$ cat src/rtl/pwm_duty_ramp_pkg.sv
`default_nettype none
// ============================================================================
// Module  : pwm_duty_ramp_pkg
// Brief   : Shared duty type and ramp FSM encoding for the PWM sequencers.
// Revision: 1.0
// ============================================================================
package pwm_duty_ramp_pkg;

    localparam int unsigned C_DUTY_WIDTH = 4;

    typedef logic [C_DUTY_WIDTH-1:0] duty_t;

    typedef enum logic [1:0] {
        IDLE = 2'd0,
        WAIT = 2'd1,
        STEP = 2'd2
    } ramp_state_e;

    // Counter width able to index 0..n-1, never narrower than one bit.
    function automatic int unsigned count_width(input int unsigned n);
        return (n < 2) ? 1 : $clog2(n);
    endfunction

endpackage
`default_nettype wire

$ cat src/rtl/pwm_duty_ramp_if.sv
`default_nettype none
// ============================================================================
// Module  : pwm_duty_ramp_if
// Brief   : Target handshake and PWM generator control bundle for the ramp.
// Revision: 1.0
// ============================================================================
interface pwm_duty_ramp_if #(
    parameter int unsigned DUTY_WIDTH = 4
);
    logic [DUTY_WIDTH-1:0] target_duty;
    logic                  target_valid;
    logic                  target_ready;
    logic                  period_end;
    logic [DUTY_WIDTH-1:0] pwm_duty_cycle;
    logic                  update_parameters;
    logic                  busy;
    logic                  done;

    modport master (
        output target_duty,
        output target_valid,
        output period_end,
        input  target_ready,
        input  pwm_duty_cycle,
        input  update_parameters,
        input  busy,
        input  done
    );

    modport slave (
        input  target_duty,
        input  target_valid,
        input  period_end,
        output target_ready,
        output pwm_duty_cycle,
        output update_parameters,
        output busy,
        output done
    );
endinterface
`default_nettype wire

$ cat src/rtl/pwm_duty_ramp_period_divider.sv
`default_nettype none
// ============================================================================
// Module  : pwm_period_divider
// Brief   : Counts period_end pulses and ticks on every PERIODS-th one.
// Revision: 1.0
// ============================================================================
module pwm_period_divider
    import pwm_duty_ramp_pkg::*;
#(
    parameter int unsigned PERIODS = 2
) (
    input  wire logic clk,
    input  wire logic rst,
    input  wire logic i_clear,
    input  wire logic i_enable,
    input  wire logic i_period_end,
    output logic      o_tick
);

    localparam int unsigned   c_cnt_w = count_width(PERIODS);
    localparam logic [c_cnt_w-1:0] c_last = c_cnt_w'(PERIODS - 1);

    logic [c_cnt_w-1:0] r_count;
    logic               w_hit;

    // Tick is combinational so the consumer can act on the qualifying pulse's edge.
    assign w_hit  = i_enable && i_period_end;
    assign o_tick = w_hit && (r_count == c_last);

    always_ff @(posedge clk or posedge rst) begin
        if (rst) begin
            r_count <= '0;
        end else if (i_clear) begin
            r_count <= '0;
        end else if (w_hit) begin
            r_count <= (r_count == c_last) ? '0 : r_count + c_cnt_w'(1);
        end
    end

endmodule
`default_nettype wire

$ cat src/rtl/pwm_duty_ramp.sv
`default_nettype none
// ============================================================================
// Module  : pwm_duty_ramp
// Brief   : Steps a PWM generator's duty toward an accepted target, one
//           saturating step every STEP_PERIODS PWM periods.
// Revision: 1.0
// ============================================================================
module pwm_duty_ramp
    import pwm_duty_ramp_pkg::*;
#(
    parameter int unsigned DUTY_WIDTH   = 4,
    parameter int unsigned MAX_DUTY     = 8,
    parameter int unsigned INITIAL_DUTY = 0,
    parameter int unsigned STEP_SIZE    = 1,
    parameter int unsigned STEP_PERIODS = 2
) (
    input  wire logic     clk,
    input  wire logic     reset,
    pwm_duty_ramp_if.slave ramp
);

    localparam logic [DUTY_WIDTH-1:0] c_max_duty  = DUTY_WIDTH'(MAX_DUTY);
    localparam logic [DUTY_WIDTH-1:0] c_init_duty = DUTY_WIDTH'(INITIAL_DUTY);
    localparam logic [DUTY_WIDTH:0]   c_step      = (DUTY_WIDTH + 1)'(STEP_SIZE);

    ramp_state_e r_state;
    ramp_state_e w_state_next;

    logic [DUTY_WIDTH-1:0] r_tgt;
    logic [DUTY_WIDTH-1:0] r_duty;
    logic                  r_done;

    logic [DUTY_WIDTH-1:0] w_tgt_clamped;
    logic [DUTY_WIDTH:0]   w_cur_ext;
    logic [DUTY_WIDTH:0]   w_tgt_ext;
    logic [DUTY_WIDTH:0]   w_sum;
    logic [DUTY_WIDTH:0]   w_nxt_ext;
    logic [DUTY_WIDTH-1:0] w_nxt;
    logic                  w_accept;
    logic                  w_same;
    logic                  w_tick;
    logic                  w_step_fire;
    logic                  w_div_en;

    assign w_tgt_clamped = (ramp.target_duty > c_max_duty) ? c_max_duty : ramp.target_duty;
    assign w_accept      = (r_state == IDLE) && ramp.target_valid;
    assign w_same        = (w_tgt_clamped == r_duty);
    assign w_div_en      = (r_state != IDLE);

    // A tick landing on STEP (only possible with very short periods) still
    // produces a step so that no period is lost.
    assign w_step_fire = w_tick && ((r_state == WAIT) ||
                                    ((r_state == STEP) && (r_duty != r_tgt)));

    pwm_period_divider #(
        .PERIODS (STEP_PERIODS)
    ) u_divider (
        .clk          (clk),
        .rst          (reset),
        .i_clear      (w_accept),
        .i_enable     (w_div_en),
        .i_period_end (ramp.period_end),
        .o_tick       (w_tick)
    );

    // Saturating step in one extra bit so neither direction can wrap.
    always_comb begin
        w_cur_ext = {1'b0, r_duty};
        w_tgt_ext = {1'b0, r_tgt};
        w_sum     = w_cur_ext + c_step;
        if (r_tgt > r_duty) begin
            w_nxt_ext = (w_sum > w_tgt_ext) ? w_tgt_ext : w_sum;
        end else begin
            w_nxt_ext = (w_cur_ext < (w_tgt_ext + c_step)) ? w_tgt_ext : (w_cur_ext - c_step);
        end
        w_nxt = DUTY_WIDTH'(w_nxt_ext);
    end

    always_ff @(posedge clk or posedge reset) begin
        if (reset) begin
            r_state <= IDLE;
        end else begin
            r_state <= w_state_next;
        end
    end

    always_comb begin
        w_state_next = r_state;
        case (r_state)
            IDLE: begin
                if (w_accept && !w_same) begin
                    w_state_next = WAIT;
                end
            end
            WAIT: begin
                if (w_step_fire) begin
                    w_state_next = STEP;
                end
            end
            STEP: begin
                if (w_step_fire) begin
                    w_state_next = STEP;
                end else if (r_duty == r_tgt) begin
                    w_state_next = IDLE;
                end else begin
                    w_state_next = WAIT;
                end
            end
            default: w_state_next = IDLE;
        endcase
    end

    // Duty is registered on the step edge so it is aligned with the STEP-cycle update pulse.
    always_ff @(posedge clk or posedge reset) begin
        if (reset) begin
            r_tgt  <= c_init_duty;
            r_duty <= c_init_duty;
            r_done <= 1'b0;
        end else begin
            r_done <= 1'b0;
            if (w_accept) begin
                r_tgt  <= w_tgt_clamped;
                r_done <= w_same;
            end
            if (w_step_fire) begin
                r_duty <= w_nxt;
                r_done <= (w_nxt == r_tgt);
            end
        end
    end

    always_comb begin
        ramp.target_ready      = 1'b0;
        ramp.busy              = 1'b0;
        ramp.update_parameters = 1'b0;
        ramp.done              = r_done;
        ramp.pwm_duty_cycle    = r_duty;
        case (r_state)
            IDLE:    ramp.target_ready = 1'b1;
            WAIT:    ramp.busy = 1'b1;
            STEP: begin
                ramp.busy              = 1'b1;
                ramp.update_parameters = 1'b1;
            end
            default: ramp.target_ready = 1'b0;
        endcase
    end

endmodule
`default_nettype wire

$ cat src/flat_wrapper.sv
// flat-port wrapper written by rule: the top's interface ports become plain ports
module pwm_duty_ramp_flat import pwm_duty_ramp_pkg::*;
#(
    parameter int unsigned DUTY_WIDTH   = 4,
    parameter int unsigned MAX_DUTY     = 8,
    parameter int unsigned INITIAL_DUTY = 0,
    parameter int unsigned STEP_SIZE    = 1,
    parameter int unsigned STEP_PERIODS = 2
)
  (clk, reset, ramp_target_duty, ramp_target_valid, ramp_period_end, ramp_target_ready, ramp_pwm_duty_cycle, ramp_update_parameters, ramp_busy, ramp_done);
  pwm_duty_ramp_if #(.DUTY_WIDTH(DUTY_WIDTH)) ramp_i ();
  input  wire logic clk;
  input  wire logic reset;
  input wire logic [$bits(ramp_i.target_duty)-1:0] ramp_target_duty;
  input wire logic [$bits(ramp_i.target_valid)-1:0] ramp_target_valid;
  input wire logic [$bits(ramp_i.period_end)-1:0] ramp_period_end;
  output wire logic [$bits(ramp_i.target_ready)-1:0] ramp_target_ready;
  output wire logic [$bits(ramp_i.pwm_duty_cycle)-1:0] ramp_pwm_duty_cycle;
  output wire logic [$bits(ramp_i.update_parameters)-1:0] ramp_update_parameters;
  output wire logic [$bits(ramp_i.busy)-1:0] ramp_busy;
  output wire logic [$bits(ramp_i.done)-1:0] ramp_done;
  assign ramp_i.target_duty = ramp_target_duty;
  assign ramp_i.target_valid = ramp_target_valid;
  assign ramp_i.period_end = ramp_period_end;
  assign ramp_target_ready = ramp_i.target_ready;
  assign ramp_pwm_duty_cycle = ramp_i.pwm_duty_cycle;
  assign ramp_update_parameters = ramp_i.update_parameters;
  assign ramp_busy = ramp_i.busy;
  assign ramp_done = ramp_i.done;
  pwm_duty_ramp #(.DUTY_WIDTH(DUTY_WIDTH), .MAX_DUTY(MAX_DUTY), .INITIAL_DUTY(INITIAL_DUTY), .STEP_SIZE(STEP_SIZE), .STEP_PERIODS(STEP_PERIODS)) u_core (.clk(clk), .reset(reset), .ramp(ramp_i));
endmodule
$ cat config.mk
export PLATFORM = sky130hd
export DESIGN_NAME = pwm_duty_ramp_flat
export DESIGN_NICKNAME = d
export VERILOG_FILES = /design/src/rtl/pwm_duty_ramp_pkg.sv /design/src/rtl/pwm_duty_ramp_if.sv /design/src/rtl/pwm_duty_ramp_period_divider.sv /design/src/rtl/pwm_duty_ramp.sv /design/src/flat_wrapper.sv
export SDC_FILE = /design/constraint.sdc
export NUM_CORES = 1
export LEC_CHECK = 0
export BUFFER_PORTS_ARGS = -buffer_cell sky130_fd_sc_hd__buf_4
export CAP_MARGIN = 20
export CORE_MARGIN = 2
export CORE_UTILIZATION = 31
export CTS_BUF_LIST = sky130_fd_sc_hd__clkbuf_4
export CTS_CLUSTER_DIAMETER = 60
export DETAILED_ROUTE_END_ITERATION = 7
export PLACE_DENSITY_LB_ADDON = 0.2
export SYNTH_ARGS = -nofsm -noshare
export SYNTH_HDL_FRONTEND = slang
export SYNTH_SLANG_ARGS = --single-unit
$ cat constraint.sdc
create_clock -name clk -period 4.5 [get_ports clk]
set_input_delay 0.9 -clock clk [delete_from_list [all_inputs] [get_ports clk]]
set_output_delay 0.9 -clock clk [all_outputs]
set_load 0.02 [all_outputs]
* Yosys cells after proc, flatten, opt, wreduce, memory -nomap -nowiden
Index checks and enable logic that the tools add are counted.
** Storage, ports and cells
- Register bits :: 12
- Output and inout bits :: 8
- Bits of input ports :: 8
- Logic and storage cells :: 51
** Cells by class
- Muxes and demuxes :: 17
- Order comparisons :: 4
- Eq/ne operators :: 8
- $add $sub $neg :: 4
- Reductions and logical operators :: 13
** Operators with widths (number)
- 2-to-1 mux 4 bit :: 4
- equality test 4 bit :: 3
- adder 4 x 1 -> 5 bit (second input constant) :: 2
- 2-to-1 mux 1 bit :: 9
- logical AND 1 bit :: 6
- 2-to-1 mux 2 bit :: 3
- one-hot mux 2 bit (3 select lines) :: 1
- greater-than comparator 5 x 4 -> 1 bit :: 1
- less-than comparator 4 x 5 -> 1 bit :: 1
- greater-than comparator 4 bit :: 1
- greater-than comparator 4 bit (second input constant) :: 1
- != test 4 bit :: 1
- nonzero test 2 bit :: 2
- subtractor 4 x 1 -> 4 bit (second input constant) :: 1
- equality test 2 x 1 -> 1 bit (second input constant) :: 1
- equality test 2 bit (second input constant) :: 1
- zero test 2 bit :: 1
- != test 2 x 1 -> 1 bit (second input constant) :: 1
- != test 2 bit (second input constant) :: 1
- AND reduction 2 bit :: 1
- OR reduction 2 bit :: 1
- adder 1 bit (second input constant) :: 1
- zero test 1 bit :: 1
- logical OR 1 bit :: 1

* Longest topological paths before layout
Gate-level depths: netlist of the first run.
- Word-level depth :: 7
- Gate-level depth with buffers :: 11
- Gate-level depth less buffers :: 10

* By module
From an unflattened synthesis of the first run, not the netlist that was laid out.
** Second synthesis, totals
- Cells, all modules :: 147
- Area, all modules :: 1227.4 um2
** Modules (own cells, without submodules)
- pwm_duty_ramp :: area each 1164.9 um2, cells an instance 141, seq. area each 275.3 um2, instances 1
- pwm_period_divider :: area each 62.6 um2, cells an instance 6, seq. area each 25.0 um2, instances 1

* Worst setup path after synthesis of the first run
Ideal clock, no wire load.
- Path kind :: flip-flop to flip-flop
- From :: reg u_core.r_duty[0] (netlist: u_core.ramp.pwm_duty_cycle[0])
- To :: reg u_core.r_done (netlist: u_core.ramp.done)
- Buffers on the path :: 1
- Arrival time :: 2799 ps
- Library setup time :: 120 ps
- Cell stages (with the launch flop) :: 12
- Slack :: 1582 ps
- Data required time :: 4380 ps
- Period minus slack after synthesis :: 2918 ps
- Cells stage by stage :: dfrtp_1 > buf_2 > inv_1 > ha_1 > ha_1 > and3b_4 > a2111oi_4 > o21ai_2 > o31ai_2 > o32ai_1 > a21o_1 > a31o_1
** Between the ends
- Word-level cells in the longest chain between the ends :: 6
- Elaborated cells on any way between the ends :: 16
- Those cells by class :: 2 x add/sub; 3 x order compare; 3 x eq/ne; 5 x mux; 3 x reduce/logical
** Ends and longest elaborated chain
- start: declaration :: line pwm_duty_ramp.sv:30 : logic [DUTY_WIDTH-1:0] r_duty;
- start signal: assignment :: line pwm_duty_ramp.sv:117 : r_duty <= c_init_duty;
- start signal: assignment :: line pwm_duty_ramp.sv:126 : r_duty <= w_nxt;
- adder 4 x 1 -> 5 bit :: line pwm_duty_ramp.sv:70 : w_sum = w_cur_ext + c_step;
- greater-than comparator 5 x 4 -> 1 bit :: line pwm_duty_ramp.sv:72 : w_nxt_ext = (w_sum > w_tgt_ext) ? w_tgt_ext : w_sum;
- 2-to-1 mux 4 bit :: line pwm_duty_ramp.sv:72
- 2-to-1 mux 4 bit :: line pwm_duty_ramp.sv:71 : if (r_tgt > r_duty) begin
- equality test 4 bit :: line pwm_duty_ramp.sv:127 : r_done <= (w_nxt == r_tgt);
- 2-to-1 mux 1 bit * :: line pwm_duty_ramp.sv:125 : if (w_step_fire) begin
- end signal: assignment :: line pwm_duty_ramp.sv:123 : r_done <= w_same;
- end signal: assignment :: line pwm_duty_ramp.sv:127
- end: declaration :: line pwm_duty_ramp.sv:31 : logic r_done;
Mark *: on every way between the ends. The rest lies on a longest branch, timed or not.
A chain may end at the register's enable or synchronous reset.

* Final worst setup path of the first run
Same ends and word-level chain as after synthesis.

==> results of run 1 <==
synthesized netlist by cell type, types with 2 or more instances:
library cell / n
ha_1: 19
inv_1: 16
dfrtp_1: 12
nand2_1: 11
nand3_1: 10
nor2_1: 10
xnor2_1: 8
o21ai_0: 7
a21oi_1: 6
buf_2: 4
mux2_2: 4
nor3_1: 4
nand2b_1: 3
nor2b_1: 3
nand4_1: 2
nor4_1: 2
o211ai_1: 2
or2_2: 2
through the flow:
stage	hold WS [ps]	worst slack, ps
floorplan	479	1580
global placement	499	1450
detailed placement	519	1330
CTS	534	1310
global route	575	1030
finish	532	1320
flip-flops by register name, summed over array words and instances (netlist names):
| signal | count |
|---|---|
| u_core.u_divider.r_count | 1 |
| u_core.r_tgt | 4 |
| u_core.ramp.done | 1 |
| u_core.r_state | 2 |
| u_core.ramp.pwm_duty_cycle | 4 |
final timing paths:
kind                                                  to                           from  slack [ps]
max                                     u_core.ramp.done  u_core.ramp.pwm_duty_cycle[0]        1320
min                             u_core.u_divider.r_count       u_core.u_divider.r_count         530
max reg2reg                             u_core.ramp.done  u_core.ramp.pwm_duty_cycle[0]        1320
min reg2reg                     u_core.u_divider.r_count       u_core.u_divider.r_count         530
max in group asynchronous                u_core.r_tgt[2]                          reset        3550
min in group asynchronous  u_core.ramp.pwm_duty_cycle[3]                          reset         630
layout make-up:
cell class | instances | area (µm²)
clock buffers | 3 | 22.5
clock inverters | 1 | 3.75
fillers | 431 | 2570
inverters | 16 | 60.1
multi-input cells | 122 | 922
flip-flops and latches | 12 | 300
well taps | 50 | 62.6
repair buffers | 15 | 113
worst reg2reg max path: cells and delay by family, from the launching register on:
family | cells | cell delay [ps]
and+or+nand+nor | 1 | 220
xor gates and xnor gates | 1 | 310
AOI/OAI and AO/OA | 6 | 1260
DFF | 1 | 650
adders and majority gates | 2 | 630
logic make-up after synthesis:
logic type / count (synthesis) / synth area share
compound gates: 35 / 0.205
xor+xnor: 9 / 0.0597
fa+ha+maj: 19 / 0.180
buf+inv: 23 / 0.0748
flops: 12 / 0.227
mux: 5 / 0.0417
simple gates: 54 / 0.212
metal layers:
layer / track usage / up-vias / share of wire
li1: - / 588 / -
met1: 0.188 / 513 / 0.48
met2: 0.216 / 30 / 0.44
met3: 0.0233 / 12 / 0.040
met4: 0.0850 / 0 / 0.036
met5: 0 / - / 0
==> flow_summary.ini, run 1 <==
[synthesis]
ys_types = 50
syn-num-nets = 184
syn_area_um2 = 1320
yosys_most_used_dff = dfrtp_1
yosys.area.top_type_share = 0.227
syn_avg_cell_area_um2 = 8.42
async_reset_ff_frac = 1.00
synth_warnings = 0
synth_edf_count = 0
synth.largest_area_cell = dfrtp_1
synth-seq-area-share = 0.227
synth_seq_cells = 12
ys_top_cells_by_area = dfrtp_1, ha_1, xnor2_1
synthCells = 157

[finish]
stdcell_area_um2 = 1480
post-route-util = 0.366
layout_commonest_cell = ha_1
final_cells = 219
drive_above_1_share = 0.172
final_cell_mix = ha_1, inv_1, buf_4, dfrtp_1, nand2_1
syn2layout_area_growth_pct = 12.3
fin_nets = 197
antennaDiodeCount = 0

[timing]
period_minus_slack_ps = 3180
finalHoldViolations = 0
slew_violations = 0
setup_viol = 0
clock_skew_ps = 1.42
tightest_slew_ps = 704
rsz0062_at_grt = no
relSlewSlack = 0.530
fin_crit_sh = 0.706
fmax_mhz = 315
finalSetupTns_ps = 0

[critical_path]
cp.arrival_ps = 3350
crit_required_ps = 4670
crit_top_cell = ha_1
critical_path_buf_inv_count = 0
rr_worst_depth = 10
worstSetupEndpointType = register
cp_slowest_cell = dfrtp_1
path_class = reg2reg
critPathMaxFanout = 13
max_stage_delay_ps = 650
cp_top_family = compound AO/OA/AOI/OAI gates
start_kind = register
cp.depth = 10
path_cells = ha_1 -> xor2_1 -> ha_1 -> and3b_4 -> a2111oi_4 -> o21ai_2 -> o31ai_2 -> o32ai_1 -> a21o_1 -> a31o_1

[worst_hold_path]
hold_class = reg2reg
min_path_cells = 1

[clocking]
tritoncts = built
numCtsBuffers = 3
cts_resized = 0
cts_buffer_depth = 2
htree_levels = 1
root_buffer = clkbuf_4
hold_buffers = 0
clk_pin_slew_ps = 80
post_cts_buffers = 0
cts.sinks = 12
clock_latency_ps = 270

[floorplan]
dieArea_um2 = 4800
ios = 16
start_util = 0.326
num_rows = 23
die_w_um = 69.3
die_h_um = 69.3
core-area_um2 = 4060

[detailed_routing]
drt-initial-drc-count = 47
num_vias = 1143
routed_wl_um = 3090
drc = 0
wl_per_cell_um = 14.1
vias_per_cell = 5.22
ant_nets = 0
first_pass_iters = 4

[placed_design]
port_buffers = 15
place_area_um2 = 1460
placed_cells = 215
dp_hpwl_um = 2480
routabilityCongestion = 0.941

[global_route]
grtUsageTotal = 0.142
first_global_vias = 1197
grt_max_degree = 14
grt-ovfl-total = 0
antenna_found_initial = 0
grt_pass1_wl_um = 5610

[flow_run]
drv_cap = 0

[outcome]
status = complete, no violations
Power of run 1 is left out: the tool's default activity adds up to more than one toggle a clock period on the data nets, which glitch-free logic cannot reach.
==> inputs of run 2 (changes only) <==
- ABC_AREA: not set -> 1
- clock period: 4.5 -> 2.6 ns (I/O delays scaled with it)
==> flow_summary.ini, run 2 <==
[synthesis]
synth.largest_area_cell = dfrtp_1
async_reset_ff_frac = 1.00
ys_top_cells_by_area = dfrtp_1, ha_1, nand2_1
syn_area_um2 = 1410
synth-seq-area-share = 0.212
synthCells = 189
yosys.area.top_type_share = 0.212
syn-num-nets = 216
yosys-top-cells-count = nand2_1, inv_1, nand3_1, ha_1, dfrtp_1
synth.most_common_cell = nand2_1
ys_types = 27
syn_avg_cell_area_um2 = 7.48
synth_warnings = 0
synth_edf_count = 0
synth_seq_cells = 12
yosys_most_used_dff = dfrtp_1

[timing]
rsz0062_at_grt = no
slew_violations = 0
period_minus_slack_ps = 2390
clock_skew_ps = 1.34
tightest_slew_ps = 491
setup_viol = 0
relSlewSlack = 0.672
fmax_mhz = 418
finalSetupTns_ps = 0
fin_crit_sh = 0.919
finalHoldViolations = 0

[critical_path]
worstSetupEndpointType = register
crit_required_ps = 2810
critPathMaxFanout = 9
start_kind = register
cp.arrival_ps = 2600
path_class = reg2reg

[global_route]
grt_use_met3 = 0.0169
grt_max_degree = 13
met2_usage = 0.260
antenna_found_initial = 0
first_global_vias = 1334
grtUsageTotal = 0.157
grt_busiest_layer = met2
met1_usage = 0.218
grt-ovfl-total = 0
grt_pass1_wl_um = 6330

[finish]
area.sequential_um2 = 302
antennaDiodeCount = 0
layout_commonest_cell = nand2_1
drive_above_1_share = 0.266
syn2layout_area_growth_pct = 17.7
final_cell_mix = nand2_1, inv_1, buf_4, nand3_1, ha_1
fillCellCount = 468
multi_input_area_um2 = 982
fin_nets = 243

[placed_design]
port_buffers = 15
dp_hpwl_um = 2970
routabilityCongestion = 0.848

[detailed_routing]
routed_wl_um = 3620
ant_nets = 0
drc = 0
vias_per_cell = 4.87
first_pass_iters = 4
wl_per_cell_um = 13.6
drt-initial-drc-count = 84
num_vias = 1296

[clocking]
clock_latency_ps = 270
cts.sinks = 12
root_buffer = clkbuf_4
tritoncts = built
htree_levels = 1
cts_buffer_depth = 2
post_cts_buffers = 0
numCtsBuffers = 3
clk_pin_slew_ps = 70

[floorplan]
ios = 16
die_w_um = 71.5
dieArea_um2 = 5120
die_h_um = 71.5
core-area_um2 = 4380
num_rows = 24
start_util = 0.322

[worst_hold_path]
hold_class = in2async

[outcome]
status = complete, no violations

[flow_run]
drv_cap = 0
==> run 2: changes by cell type after synthesis, sizes merged, moves of 4 or more <==
| cell | delta |
|---|---|
| buf | -4 |
| inv | +14 |
| mux2 | -4 |
| nand2 | +35 |
| nand3 | +22 |
| nand4 | +7 |
| xnor2 | -5 |
| xor2 | +4 |
==> run 2: cell type report <==
| type | count | area share |
|---|---|---|
| multi-input cells | 145 | 0.590 |
| clock buffers | 3 | 0.0135 |
| inverters | 30 | 0.0677 |
| flip-flops and latches | 12 | 0.181 |
| well taps | 52 | 0.0391 |
| repair buffers | 24 | 0.108 |
==> run 2: metal layers <==
layer / routed length [µm] / vias up
met5: 0 / -
met4: 38 / 0
met3: 89 / 5
met2: 1680 / 26
met1: 1820 / 586
li1: - / 679
==> run 2: final timing paths <==
| kind | startpoint | depth (start not counted) | end | slack (ps) |
|---|---|---|---|---|
| min reg2reg | u_core.r_state[1] | 2 | u_core.r_state[1] | 570 |
| min in group clk | ramp_target_duty[1] | 3 | u_core.r_tgt[1] | 470 |
| max reg2reg | u_core.ramp.pwm_duty_cycle[0] | 15 | u_core.ramp.done | 210 |
| min | reset | 2 | u_core.r_state[0] | 270 |
| max in group asynchronous | reset | 2 | u_core.ramp.pwm_duty_cycle[0] | 1970 |
| max | u_core.ramp.pwm_duty_cycle[0] | 15 | u_core.ramp.done | 210 |
==> run 2: repair_timing <==
item	in CTS	in global routing
hold buffers	0	0
gates resized for setup	0	1
setup endpoints to repair	0	1
==> run 2: critical path, cell delays in order (launching register included) <==
cell     delay, ps
dfrtp_2        480
ha_1           280
xor2_1         170
ha_1           300
nand2_1         50
inv_1           80
nand4_2        190
nand2_2        160
nand2_1         70
nand3_1        100
nand2_1        110
nand2_1        100
nand3_2         70
nor2_2          80
nand2_1         50
nand2_1         50
==> run 2: cell families (layout without fill, tap and decap cells) <==
| family | count (synthesis) | in the layout | synth area share |
|---|---|---|---|
| AND/OR/NAND/NOR | 98 | 98 | 0.401 |
| AO/OA/AOI/OAI | 20 | 20 | 0.0761 |
| buffers and inverters | 32 | 57 | 0.0929 |
| flip-flops | 12 | 12 | 0.212 |
| XOR/XNOR | 8 | 8 | 0.0496 |
| adder cells (fa/ha/maj) | 19 | 19 | 0.168 |
==> run 2: metrics by stage <==
stage / hold slack (ps) / instances / setup WS, ps / area [µm²] / utilization
finish: 268 / 266 / 210 / 1660 / 0.380
global route: 293 / 266 / 46.1 / 1660 / 0.380
CTS: 281 / 266 / 165 / 1660 / 0.379
detailed placement: 548 / 263 / 168 / 1640 / 0.374
global placement: 552 / 263 / 201 / 1640 / 0.374
floorplan: 385 / 189 / 363 / 1410 / -
Power of run 2 is left out for the same reason.
